### src/rtl/counter_pkg.sv
// Shared encodings and digit limits for the count sequencer and its digit counters.
package counter_pkg;

  localparam int unsigned DIGIT_W = 4;

  localparam logic [3:0] DIGIT_DEC_MAX = 4'd9;
  localparam logic [3:0] DIGIT_HEX_MAX = 4'd15;

  typedef enum logic [1:0] {
    ST_IDLE  = 2'd0,
    ST_RUN   = 2'd1,
    ST_PAUSE = 2'd2,
    ST_LOAD  = 2'd3
  } state_t;

  // A digit is terminal when its next count step carries/borrows into the next digit.
  // Decimal digits above 9 are treated as non-terminal so a bad preset never cascades.
  function automatic logic digit_terminal(input logic [3:0] d,
                                          input logic       hex,
                                          input logic       down);
    logic t;
    t = 1'b0;
    if (down)     t = (d == 4'd0);
    else if (hex) t = (d == DIGIT_HEX_MAX);
    else          t = (d == DIGIT_DEC_MAX);
    return t;
  endfunction

endpackage

### src/rtl/count_sequencer_tick_gen.sv
// Prescaler: divides clk down to a one-cycle tick while running.
module tick_gen #(
  parameter int unsigned TICK_DIV = 100_000_000
) (
  input  logic clk,
  input  logic rst,
  input  logic run,
  input  logic clear,
  output logic tick
);

  localparam int unsigned CNT_W = (TICK_DIV > 1) ? $clog2(TICK_DIV) : 1;
  localparam logic [CNT_W-1:0] LAST = CNT_W'(TICK_DIV - 1);

  logic [CNT_W-1:0] cnt;

  // Count 0..TICK_DIV-1 while running; hold while paused; zero on clear.
  always_ff @(posedge clk or posedge rst) begin
    if (rst) begin
      cnt <= '0;
    end else if (clear) begin
      cnt <= '0;
    end else if (run) begin
      if (cnt == LAST) cnt <= '0;
      else             cnt <= cnt + CNT_W'(1);
    end
  end

  assign tick = run && (cnt == LAST);

endmodule

### src/rtl/count_sequencer.sv
// Control sequencer for a cascade of 4-bit digit counters: start/stop/load FSM,
// prescaled count enables, carry/borrow cascade and wrap detection.
module count_sequencer
  import counter_pkg::*;
#(
  parameter int unsigned TICK_DIV     = 100_000_000,
  parameter int unsigned DIGITS       = 4,
  parameter bit          STOP_AT_WRAP = 1'b0
) (
  input  logic                        clk,
  input  logic                        rst,
  input  logic                        btn_start,
  input  logic                        btn_stop,
  input  logic                        btn_load,
  input  logic                        mode_sw,
  input  logic                        dir_sw,
  input  logic [DIGIT_W*DIGITS-1:0]   load_val,
  input  logic [DIGIT_W*DIGITS-1:0]   digit_val,
  output logic [DIGITS-1:0]           dig_en,
  output logic                        dig_sel,
  output logic                        dig_ud,
  output logic                        dig_load,
  output logic [DIGIT_W*DIGITS-1:0]   dig_load_val,
  output logic                        running,
  output logic                        done
);

  state_t state;
  logic   tick;
  logic   presc_run;
  logic   presc_clear;
  logic   chain;
  logic   full_scale;

  // Prescaler runs only in RUN; it is zeroed in IDLE/LOAD so every fresh start is a full period.
  assign presc_run   = (state == ST_RUN);
  assign presc_clear = (state == ST_IDLE) || (state == ST_LOAD);

  tick_gen #(
    .TICK_DIV (TICK_DIV)
  ) u_tick_gen (
    .clk   (clk),
    .rst   (rst),
    .run   (presc_run),
    .clear (presc_clear),
    .tick  (tick)
  );

  // Ripple enable cascade: digit i steps when every lower digit is terminal.
  always_comb begin
    chain  = 1'b1;
    dig_en = '0;
    for (int i = 0; i < int'(DIGITS); i++) begin
      dig_en[i] = tick & chain;
      chain     = chain & digit_terminal(digit_val[DIGIT_W*i +: DIGIT_W], dig_sel, dig_ud);
    end
    full_scale = tick & chain;
    if (STOP_AT_WRAP && full_scale) dig_en = '0;
  end

  assign done = full_scale;

  // Command FSM with registered mode/direction, load strobe and running flag.
  always_ff @(posedge clk or posedge rst) begin
    if (rst) begin
      state        <= ST_IDLE;
      dig_load     <= 1'b0;
      dig_load_val <= '0;
      dig_sel      <= 1'b0;
      dig_ud       <= 1'b0;
      running      <= 1'b0;
    end else begin
      dig_load <= 1'b0;
      if ((state == ST_IDLE) || (state == ST_PAUSE)) begin
        dig_sel <= mode_sw;
        dig_ud  <= dir_sw;
      end
      if (btn_load) begin
        state        <= ST_LOAD;
        dig_load_val <= load_val;
        dig_load     <= 1'b1;
        running      <= 1'b0;
      end else begin
        case (state)
          ST_IDLE: begin
            if (btn_start) begin
              state   <= ST_RUN;
              running <= 1'b1;
            end
          end
          ST_RUN: begin
            if (STOP_AT_WRAP && full_scale) begin
              state   <= ST_IDLE;
              running <= 1'b0;
            end else if (btn_stop) begin
              state   <= ST_PAUSE;
              running <= 1'b0;
            end
          end
          ST_PAUSE: begin
            if (btn_stop) begin
              state <= ST_IDLE;
            end else if (btn_start) begin
              state   <= ST_RUN;
              running <= 1'b1;
            end
          end
          ST_LOAD: begin
            state <= ST_IDLE;
          end
          default: begin
            state   <= ST_IDLE;
            running <= 1'b0;
          end
        endcase
      end
    end
  end

endmodule
### config.mk
export PLATFORM = sky130hd
export DESIGN_NAME = count_sequencer
export DESIGN_NICKNAME = d
export VERILOG_FILES = /design/src/rtl/counter_pkg.sv /design/src/rtl/count_sequencer_tick_gen.sv /design/src/rtl/count_sequencer.sv
export SDC_FILE = /design/constraint.sdc
export NUM_CORES = 1
export LEC_CHECK = 0
export ABC_CLOCK_PERIOD_IN_PS = 3700
export BUFFER_PORTS_ARGS = -buffer_cell sky130_fd_sc_hd__buf_2
export CAP_MARGIN = 20
export CORE_AREA = 2 2 71 86
export DETAILED_ROUTE_END_ITERATION = 10
export DIE_AREA = 0 0 73 88
export HOLD_SLACK_MARGIN = 0.15
export PLACE_DENSITY_LB_ADDON = 0.15
export SYNTH_ARGS = -nofsm -noshare
export SYNTH_HDL_FRONTEND = slang
export SYNTH_HIERARCHICAL = 1
export SYNTH_SLANG_ARGS = --single-unit
### constraint.sdc
create_clock -name clk -period 3.7 [get_ports clk]
set_clock_uncertainty 0.05 [all_clocks]
set_input_delay 0.74 -clock clk [delete_from_list [all_inputs] [get_ports clk]]
set_output_delay 0.74 -clock clk [all_outputs]
set_load 0.02 [all_outputs]
==> results.toml <==
[run_status]
status = "completed"

[clock_tree]
cts_resized = 0
path_clk_slew_ns = 0.09
cts_sinks = 49
worstSkewPairLatency_ns = 0.30
cts_tree = "done"
cts_buffers = 5
cts_setup_buffers = 0
clock-root-buffer = "clkbuf_8"
cts_buffer_depth = 2
postCtsHoldBufs = 0
cts-htree-levels = 2

[synth]
syn_inst = 266
synth_fp_nets = 309
syn_area_um2 = 2730
synthArstFlopShare = 1.00
ys_seq_area_frac = 0.449
synth_top_area_frac = 0.449
ys.flop_type = "dfrtp_1"
ys_top_cells_by_area = "dfrtp_1 45%, mux2_2 7.4%, xor2_1 3.5%, a21oi_1 3.3%, nor2_1 3.2%"
yosys_warnings = 6
avgSynthCellArea_um2 = 10.3
synth-seq-cells = 49
synth_edf_count = 0
synth.distinct_cells = 56
yosysTopAreaCell = "dfrtp_1"

[setup_path]
path_class = "flip-flop to output port"
crit_path_cell_trace = "ha_1 > and3_1 > nand4_1 > nor3_2 > nand4_1 > nor3_1 > o22ai_2 > nor3_2 > buf_2"
reg2reg_slack_ns = 1.35
setup.worst_path.start = "u_tick_gen/cnt[0]"
worst_path_largest_cell_delay_ns = 0.41
arrival_ns = 2.57
required_ns = 2.91
crit_path_start_kind = "flip-flop"
crit_slowest_cell = "dfrtp_1"
worstSetupEndpointType = "output port"
rr_startpoint = "state[0]"
crit_fanout = 5
r2r-end = "u_tick_gen/cnt[18]"
rr_worst_depth = 7

[layout]
instances_no_fill = 397
drive_above_1_share = 0.345
seq_area_um2 = 1230
syn2layout_area_growth_pct = 19.7
multi_input_comb_area_um2 = 1400
n_fill_cell = 477
layout.nets = 375
diodes = 0

[detailed_routing]
via_per_inst = 5.72
routed_wl_mm = 5.74
wire_per_inst_um = 14.5
antenna_left = 0
first_pass_iters = 4
drc = 0
drtIter0Drc = 95
dr_total_vias = 2270

[flow_run]
maxCapViolations = 0

[timing]
drv_slew = 0
setup_tns_ns = 0
worst_slew_pin_slew_ns = 0.798
post-route-period-util = 0.908
rsz0062_at_grt = "no"
fin_ws_ns = 0.339
setup_viol = 0
min_period_ns = 3.36
max_slew_margin = 0.467
fmax_mhz = 298
final_hold_viol_count = 0

[placed_design]
finalWeightedCongestion = 0.773
dp_hpwl_mm = 4.20
dp_cells = 388
dp_slack_ns = 0.623
port_buffers = 63

[pwr]
power.leakage_nw = 1.50
ir_drop_mv = 0.266
cellPowerDensity_nw_per_um2 = 392

[global_routing]
grt_antenna_before_repair = 0
grt_max_degree = 28
grt_pass1_wl_mm = 9.83
globalRouteOverflowTotal = 0
track_usage = 0.192
grt_pass1_vias = 2205

[floorplanning]
die_area_um2 = 6420
core_area_um2 = 5590
row_count = 30
die_h_um = 88
ios = 64
initial_core_util = 0.488
die_w_um = 73

[worst_hold_path]
min_path_type = "input pin to async pin"
[cells in the final DEF, fill, tap and decap left out, drive strengths merged, types with 2 or more instances in the layout]
cell      n
o2111ai   2
nand3    13
o211ai    2
o211a     3
or3       8
o21ai     6
and2      2
nand3b    2
ha        4
and3      5
and4      5
nand2    16
mux2     18
or4       6
nor4      3
xor2     11
nor3      5
buf      69
nor2     23
inv      12
bufinv    2
nor3b     4
o31ai     7
dfrtp    49
a21oi    20
clkbuf    5
nor4bb    2
nand4    14
a211oi    2
[report_power, final]
| part | switching [mW] | internal (mW) |
|---|---|---|
| registers | 0.0305 | 0.566 |
| clock network | 0.188 | 0.272 |
| logic | 0.134 | 0.0922 |
[per-stage QoR]
step	util	instance area [um^2]	hold slack (ns)	power, mW
2_1_floorplan	-	2730	0.447	0.748
3_3_place_gp	0.554	3100	0.435	0.828
3_5_place_dp	0.554	3100	0.441	0.830
4_1_cts	0.578	3230	0.464	1.29
5_1_grt	0.584	3270	0.459	1.35
6_report	0.584	3270	0.439	1.28
[critical path: cells and delay by family, from the launching register on]
family | cells | cell delay [ns]
compound gates | 1 | 0.16
flops | 1 | 0.41
fa+ha+maj | 1 | 0.25
simple gates | 6 | 1.26
buf+inv | 1 | 0.18
[layout make-up]
type	count	area share
clock buffers	5	0.0211
clock inverters	3	0.0211
inverters	11	0.0126
multi-input cells	196	0.429
flip-flops and latches	49	0.375
well taps	64	0.0245
repair buffers	69	0.116
[cells in the mapped netlist (2+ instances only)]
library cell  instances
nand3_1              12
or4_1                 5
and3_2                2
inv_1                11
o31ai_1               6
buf_2                 7
or3_2                 3
o211ai_1              2
a211oi_1              2
and3_1                3
nor4bb_1              2
nor2_1               23
dfrtp_1              49
or3_1                 5
nor3_1                4
nand3b_1              2
ha_1                  4
o21ai_0               5
a21oi_1              18
o2111ai_1             2
a21oi_2               2
and4_1                3
buf_6                 2
nand2_1              16
nand4_1              12
mux2_2               18
nor4_1                2
nor3b_1               4
o211a_1               3
xor2_1               11
[logic make-up (layout without fill, tap and decap cells)]
group / count (synthesis) / count (layout) / share of synthesized area
adder cells (fa/ha/maj): 4 / 4 / 0.0183
AND/OR/NAND/NOR: 114 / 114 / 0.258
multiplexers: 18 / 18 / 0.0743
AO/OA/AOI/OAI: 48 / 48 / 0.122
buffers and inverters: 21 / 88 / 0.0390
flip-flops: 49 / 49 / 0.449
XOR/XNOR: 12 / 12 / 0.0385
[flip-flops by register name (all words and copies together) (netlist names)]
signal          flops
u_tick_gen/cnt     27
dig_load_val       16
state               2
dig_load            1
dig_sel             1
dig_ud              1
running             1
[per-layer routing]
layer | vias to the layer above | global-route usage | share of wire
li1 | 1124 | - | -
met1 | 1093 | 0.239 | 0.45
met2 | 45 | 0.324 | 0.50
met3 | 8 | 0.0368 | 0.037
met4 | 0 | 0.0825 | 0.017
met5 | - | 0 | 0
[worst max-delay path by stage]
| stage | cells past startpoint | to |
|---|---|---|
| after global routing | 8 | done |
| after global placement | 9 | done |
| final | 9 | done |
| after CTS | 9 | done |
| after floorplan | 9 | done |
| after detailed placement | 9 | done |
Note: power is estimated with default switching activity, not from simulation.
